--- src/rtl/fetch.sv ---
// fetch: instruction fetch stage with in-order slot queue and IF/ID register
module fetch #(
    parameter logic [31:0] RESET_PC  = 32'h0000_0000,
    parameter int          DEPTH     = 2,
    parameter logic [31:0] NOP_INSTR = 32'h0000_0013
) (
    input  logic        clk,
    input  logic        rst_n,
    input  logic        StallD,
    input  logic        FlushD,
    input  logic        PCSrcE,
    input  logic [31:0] PCTargetE,
    output logic        imem_req,
    output logic [31:0] imem_addr,
    input  logic        imem_gnt,
    input  logic        imem_rvalid,
    input  logic [31:0] imem_rdata,
    output logic [31:0] InstrD,
    output logic [31:0] PCD,
    output logic [31:0] PCPlus4D,
    output logic        ValidD
);
    localparam int AW = $clog2(DEPTH);
    localparam int CW = AW + 1;
    localparam logic [CW-1:0] DEPTH_C = CW'(DEPTH);

    logic [31:0]   pc_f;
    logic [31:0]   slot_pc [DEPTH];
    logic [31:0]   slot_instr [DEPTH];
    logic [AW-1:0] head, tail, fill_idx;
    logic [CW-1:0] count, pend, drop_cnt;
    logic          head_alloc, head_filled, live_rsp, dead_rsp, alloc, bypass, pop;

    // Unfilled slots are always the youngest allocated ones, so "head filled" and
    // the oldest-unfilled index both follow from the pending-response count.
    always_comb begin
        head_alloc  = count != '0;
        head_filled = count > pend;
        live_rsp    = imem_rvalid && drop_cnt == '0;
        dead_rsp    = imem_rvalid && drop_cnt != '0;
        imem_req    = rst_n && !PCSrcE && ({1'b0, count} + {1'b0, drop_cnt} < {1'b0, DEPTH_C});
        alloc       = imem_req && imem_gnt;
        bypass      = head_alloc && !head_filled && live_rsp;
        pop         = !FlushD && !StallD && (head_filled || bypass);
        fill_idx    = tail - pend[AW-1:0];
    end

    assign imem_addr = pc_f;

    // Program counter, queue pointers and response accounting
    always_ff @(posedge clk or negedge rst_n) begin
        if (!rst_n) begin
            pc_f     <= RESET_PC;
            head     <= '0;
            tail     <= '0;
            count    <= '0;
            pend     <= '0;
            drop_cnt <= '0;
        end else if (PCSrcE) begin
            pc_f     <= PCTargetE;
            head     <= '0;
            tail     <= '0;
            count    <= '0;
            pend     <= '0;
            drop_cnt <= drop_cnt + pend - CW'(live_rsp) - CW'(dead_rsp);
        end else begin
            if (alloc) begin
                pc_f <= pc_f + 32'd4;
                tail <= tail + AW'(1);
            end
            if (pop)
                head <= head + AW'(1);
            count    <= count + CW'(alloc) - CW'(pop);
            pend     <= pend + CW'(alloc) - CW'(live_rsp);
            drop_cnt <= drop_cnt - CW'(dead_rsp);
        end
    end

    // Slot payload: pc on allocation, instruction on a live response
    always_ff @(posedge clk) begin
        if (alloc)
            slot_pc[tail] <= pc_f;
        if (live_rsp)
            slot_instr[fill_idx] <= imem_rdata;
    end

    // IF/ID register: flush beats stall; otherwise pop the head or insert a bubble
    always_ff @(posedge clk or negedge rst_n) begin
        if (!rst_n) begin
            InstrD   <= NOP_INSTR;
            PCD      <= '0;
            PCPlus4D <= '0;
            ValidD   <= 1'b0;
        end else if (FlushD || !StallD) begin
            InstrD   <= pop ? (head_filled ? slot_instr[head] : imem_rdata) : NOP_INSTR;
            PCD      <= pop ? slot_pc[head] : '0;
            PCPlus4D <= pop ? slot_pc[head] + 32'd4 : '0;
            ValidD   <= pop;
        end
    end
endmodule
--- config.mk ---
export PLATFORM = sky130hd
export DESIGN_NAME = fetch
export DESIGN_NICKNAME = d
export VERILOG_FILES = /design/src/rtl/fetch.sv
export SDC_FILE = /design/constraint.sdc
export NUM_CORES = 1
export LEC_CHECK = 0
export BUFFER_PORTS_ARGS = -buffer_cell sky130_fd_sc_hd__buf_2
export CAP_MARGIN = 20
export CORE_UTILIZATION = 50
export DETAILED_ROUTE_END_ITERATION = 8
export GPL_TIMING_DRIVEN = 0
export PLACE_DENSITY = 0.77
export RECOVER_POWER = 50
export SLEW_MARGIN = 20
export SYNTH_ARGS = -nofsm -noshare
export SYNTH_HDL_FRONTEND = slang
export SYNTH_SLANG_ARGS = --single-unit
export TNS_END_PERCENT = 1
--- constraint.sdc ---
create_clock -name clk -period 3.7 [get_ports clk]
set_clock_uncertainty 0.05 [all_clocks]
set_input_delay 1.11 -clock clk [delete_from_list [all_inputs] [get_ports clk]]
set_output_delay 1.11 -clock clk [all_outputs]
set_load 0.05 [all_outputs]
# Word-level counts from Yosys, hierarchy flattened
# Memory sizes are Yosys's and may differ from the RTL's.
# Index checks and enable logic that the tools add are counted.
[op_classes]
addsub = 14
reduce_logical = 20
order_cmp = 2
n_mux = 17
[op_table]
columns = ["cell", "n"]
rows = [
  ["$mux 32", 6],
  ["$add 32x3->32 const B", 2],
  ["$sub 2x1->2", 5],
  ["$logic_and 1x1->1", 9],
  ["$mux 1", 8],
  ["$reduce_bool 2->1", 4],
  ["$mux 2", 3],
  ["$add 2x1->2", 2],
  ["$logic_not 1->1", 4],
  ["$add 2x2->3", 1],
  ["$lt 3x2->1 const B", 1],
  ["$add 1x1->1 const B", 2],
  ["$add 2x2->2", 1],
  ["$gt 2x2->1", 1],
  ["$logic_not 2->1", 1],
  ["$logic_or 1x1->1", 2],
  ["$sub 1x1->1", 1],
]
[word_totals]
out_inout_bits = 130
word_cells = 65
ramBits = 128
in_bits = 71
regBits = 137
n_memories = 2
[mem_list]
columns = ["memory", "words", "width", "read_ports", "rd_clocked_by_memory_dff", "write_ports", "line", "rtl"]
rows = [
  ["slot_instr", 2, 32, 1, 0, 1, "29", "logic [31:0] slot_instr [DEPTH];"],
  ["slot_pc", 2, 32, 1, 0, 1, "28", "logic [31:0] slot_pc [DEPTH];"],
]

# Depth between registers and ports, before layout
[logic_depth]
depth_word = 8
depth_mapped = 15
ltp_nobuf = 12

# Worst setup path before layout
# No wires, ideal clock.
[synth_timing]
path_kind = "input to output"
startpoint = "input PCSrcE"
endpoint = "output imem_req"
path_stages = 3
n_path_buf = 2
setup_slack_ps = -643
t_required_ps = 2540
arrival_ps = 3183
cell_sequence = "clkbuf_1 > clkbuf_1 > nor4b_1"
[synth_between]
elab_chain_cells = 3
[synth_lines]
columns = ["element", "line", "rtl"]
rows = [
  ["start: declaration", "11", "input logic PCSrcE,"],
  ["$logic_not 1->1", "41", "imem_req = rst_n && !PCSrcE && ({1'b0, count} + {1'b0, drop_cnt} < {1'b0, DEPTH_C});"],
  ["$logic_and 1x1->1 (2 in a row)", "41", ""],
  ["end: declaration", "13", "output logic imem_req,"],
]
# Every way passes these cells.

# Worst setup path in the final report
# Ends and elaborated chain as after synthesis.

==> summary by stage <==
Clocking
The hold buffer count at cts is 0. In this run the number of H-tree levels came out at 1. Clock-pin slew was measured on the worst setup and hold paths at 0.07 ns. The deepest clock path buffer count is 3. The insertion delay of the later-clocked pin in the worst-skew pair is 0.53 ns. The clock tree root buffer cell is sky130_fd_sc_hd__clkbuf_16. The clock tree from TritonCTS is done. The number of clock buffers added by TritonCTS is 28.

The tree built by TritonCTS fans out to 263 sinks.

Detailed routing
The count of nets left with antenna violations once routing finished came out at 0. For this block, the routed nets add up to 29700 um of wire. The via count of the routed design is 8660. The average routed wire per standard cell is 19.6 um. The number of DRC violations after detailed-routing iteration 0 is 601.

In the routed design, unresolved DRC markers number 0. The via density per instance is 5.72. The total iterations of the first detailed-routing run is 5.

Status
The flow ran to the end, but the final reports show violations. The checks that failed: capacitance limit, slew limit.

Critical path
The launching element type of the critical path is an input port. The data required time at the worst endpoint is 2.54 ns. The critical path in this run is classified as input port to output port. The worst register-to-register path has a depth of 13. The maximum fanout encountered on the critical timing path is 10. STA puts the critical path data arrival time at 2.46 ns. The startpoint of the worst-slack reg-to-reg timing path is head$_DFFE_PN0P_. STA classifies the critical path endpoint as an output port. The critical register-to-register path endpoint is PCPlus4D[22]$_DFFE_PN0P_.

The setup slack of the worst register-to-register path is 0.22 ns.

Cells and area
Summing all flip-flop and latch instances after layout gives 7230 um^2. The top cell types in the final layout, fill and taps aside, are 165 x sky130_fd_sc_hd__buf_2, 132 x sky130_fd_sc_hd__dfrtp_1, 128 x sky130_fd_sc_hd__edfxtp_1. The filler cells instantiated in the layout total 1806. The layout cell share with drive strength beyond 1 is 20.7%. The count of nets after finishing is 1291. The signed area change from the synthesized netlist to the final layout is 21.4%. Leaving out fill and tap cells, the most frequent cell in the layout is sky130_fd_sc_hd__buf_2.

The multi-input combinational cells in the finished layout cover a total of 4090 um^2.

Timing
The max-slew violation count is 58. Counting I/O delays and the setup requirement, the final critical path takes 3.62 ns. Based on the critical path, the design can be clocked at up to 276 MHz. For the pin with the worst max-slew slack, the measured transition is 2.21 ns. The final worst slack is 0.0784 ns. The setup-violating endpoint count in the final report is 0. The post-route clock period utilization is 97.9%. In this run the tightest slew margin relative to its limit is -47.2%. The number of endpoints with negative hold slack in the final report is 0. Setup repair after global routing left no endpoint under its margin.

Yosys
The number of nets in the synthesized netlist is 1052. The post-synthesis cell type count is 62. The number of enable-type register cells in the synthesized netlist is 128. The sequential cell area fraction in the yosys report is 62.7%.

For this run, asynchronously set or reset flops after synthesis account for 51.3%. The primary flip-flop cell chosen by synthesis mapping is sky130_fd_sc_hd__dfrtp_1. The flip-flop and latch count after synthesis is 263. The synthesized netlist cell count is 968.

A synthesized cell averages 11.9 um^2. The synthesized netlist occupies a cell area of 11500 um^2. The number of warnings printed during yosys synthesis is 0.

Global route
Entering global routing, the biggest net connects 60 pins. The initial antenna violation count is 1. Global routing used 35.0% of the available met1 tracks. The first global-routing pass estimated 46600 um of wire. For met2 alone, demand over resource in global routing was 41.7%. Global routing consumed, over all layers together, 25.4% of the routing resources.

The total congestion overflow is 0. The number of global-route vias before repair is 8377. For this run, global-route usage on met3 was measured as 4.03%. The layer flagged by global routing as most heavily used is met2.

Pwr
Power comes to 11.2 mW. The part of the total power dissipated in the clock network is 24.8%. The analysis attributes to cell leakage a power of 5.71 nW.

The largest vdd supply drop is 0.402 mV. Of the total power, the share spent switching nets is 41.7%. The combinational share of power is 38.8%. The internal power of the cells totals 6.54 mW. The total net switching power is 4.68 mW.

Per report_power, the sequential group accounts for 36.4% of the total. The power density over the cells is 801 nW/um^2.

Floorplan
The core region is 22600 um^2. Measured along the x axis, the die boundary spans 154 um. The number of I/O pins is 201. The die covers 23700 um^2. The initial core utilization is 50.9%. The floorplan has 55 rows. The die height is 154 um.

Place
The detailed placement HPWL is 21200 um. Buffers placed on the I/O ports in this run total 199. At the end of routability-driven placement, the weighted congestion stood at 0.891. Timing analysis after detailed placement gives a worst setup slack of -0.994 ns.

Job
The count of maximum capacitance violations is 2.

Worst hold path
The path class of the tightest hold or removal check is input port to async pin.
-- state kept, by name, summed over array words and instances, names as in the netlist --
name / flops
drop_cnt: 2
tail: 1
slot_pc: 64
slot_instr: 64
imem_addr: 32
count: 2
InstrD: 32
PCPlus4D: 30
PCD: 32
pend: 2
ValidD: 1
head: 1
-- synth_stat cells (15+ instances only) --
library cell | number | share of area (%)
sky130_fd_sc_hd__xor2_1 | 30 | 2.3
sky130_fd_sc_hd__a21oi_1 | 39 | 1.7
sky130_fd_sc_hd__clkbuf_1 | 32 | 1.0
sky130_fd_sc_hd__nand3_1 | 37 | 1.6
sky130_fd_sc_hd__xnor2_1 | 20 | 1.5
sky130_fd_sc_hd__mux2i_1 | 60 | 5.2
sky130_fd_sc_hd__nor2_1 | 57 | 1.9
sky130_fd_sc_hd__nand4_1 | 23 | 1.2
sky130_fd_sc_hd__o21ai_0 | 105 | 4.6
sky130_fd_sc_hd__dfrtp_1 | 132 | 29
sky130_fd_sc_hd__nand2_1 | 120 | 3.9
sky130_fd_sc_hd__inv_1 | 15 | 0.49
sky130_fd_sc_hd__edfxtp_1 | 128 | 33
-- final cells by class --
type	count	area share, %
clock inverter	20	1.31
inverter	15	0.402
buffer	52	1.68
antenna	1	0.0179
multi-input combinational	637	29.2
timing repair buffer	210	7.95
tap	285	2.55
clock buffer	32	5.27
sequential	263	51.6
-- per-stage QoR --
stage | cells | hold slack (ns) | util [%] | TNS (ns) | instance area, um^2
after CTS | 1515 | 0.423 | 62.3 | 0 | 14100
final | 1515 | 0.420 | 61.8 | 0 | 14000
after global placement | 1452 | 0.406 | 56.9 | -378.83 | 12900
after detailed placement | 1457 | 0.409 | 57.7 | -22.09 | 13100
after global routing | 1515 | 0.435 | 61.8 | 0 | 14000
after floorplan | 968 | 0.455 | - | 0 | 11500
-- power by group through the flow --
stage | Clock (mW) | Sequential, mW | Combinational (mW)
2_1_floorplan | 0 | 5.39 | 1.81
3_3_place_gp | 0 | 4.11 | 4.24
3_5_place_dp | 0 | 4.13 | 4.36
4_1_cts | 2.82 | 4.08 | 4.41
5_1_grt | 2.93 | 4.15 | 4.67
6_report | 2.78 | 4.09 | 4.35
-- worst max-delay path, cell delays in order --
cell                       delay (ns)
sky130_fd_sc_hd__clkbuf_1        0.29
sky130_fd_sc_hd__clkbuf_4        0.33
sky130_fd_sc_hd__nor4b_2         0.39
sky130_fd_sc_hd__buf_2           0.33
-- cell families after synthesis --
family | synth area share (%)
and+or+nand+nor | 12.8
DFF | 62.7
AOI/OAI and AO/OA | 10.4
muxes | 6.38
buffers and inverters | 2.42
xor gates and xnor gates | 3.80
adders and majority gates | 1.54
-- how the worst max path moves through the flow --
stage / start / end / cells after the start
2_1_floorplan: PCSrcE / imem_req / 3
3_3_place_gp: rst_n / slot_pc[0][21]$_DFFE_PP_ / 5
3_5_place_dp: head$_DFFE_PN0P_ / PCPlus4D[22]$_DFFE_PN0P_ / 13
4_1_cts: head$_DFFE_PN0P_ / PCPlus4D[22]$_DFFE_PN0P_ / 14
5_1_grt: head$_DFFE_PN0P_ / PCPlus4D[22]$_DFFE_PN0P_ / 13
6_report: PCSrcE / imem_req / 4
-- metal layers --
| layer | part of all wire, % | vias to the layer above | wire, um |
|---|---|---|---|
| li1 | - | 4015 | - |
| met1 | 43 | 4241 | 12900 |
| met2 | 48 | 346 | 14100 |
| met3 | 6.4 | 58 | 1910 |
| met4 | 2.6 | 0 | 779 |
| met5 | 0 | - | 0 |
-- repair_timing --
action,4_1_cts,5_1_grt
buffers inserted,5,0
endpoints found under the hold margin,0,0
pin swaps,2,0
resized for setup,13,4
setup endpoints to repair,15,9
gates cloned,1,0
Note: power is estimated with default switching activity, not from simulation.
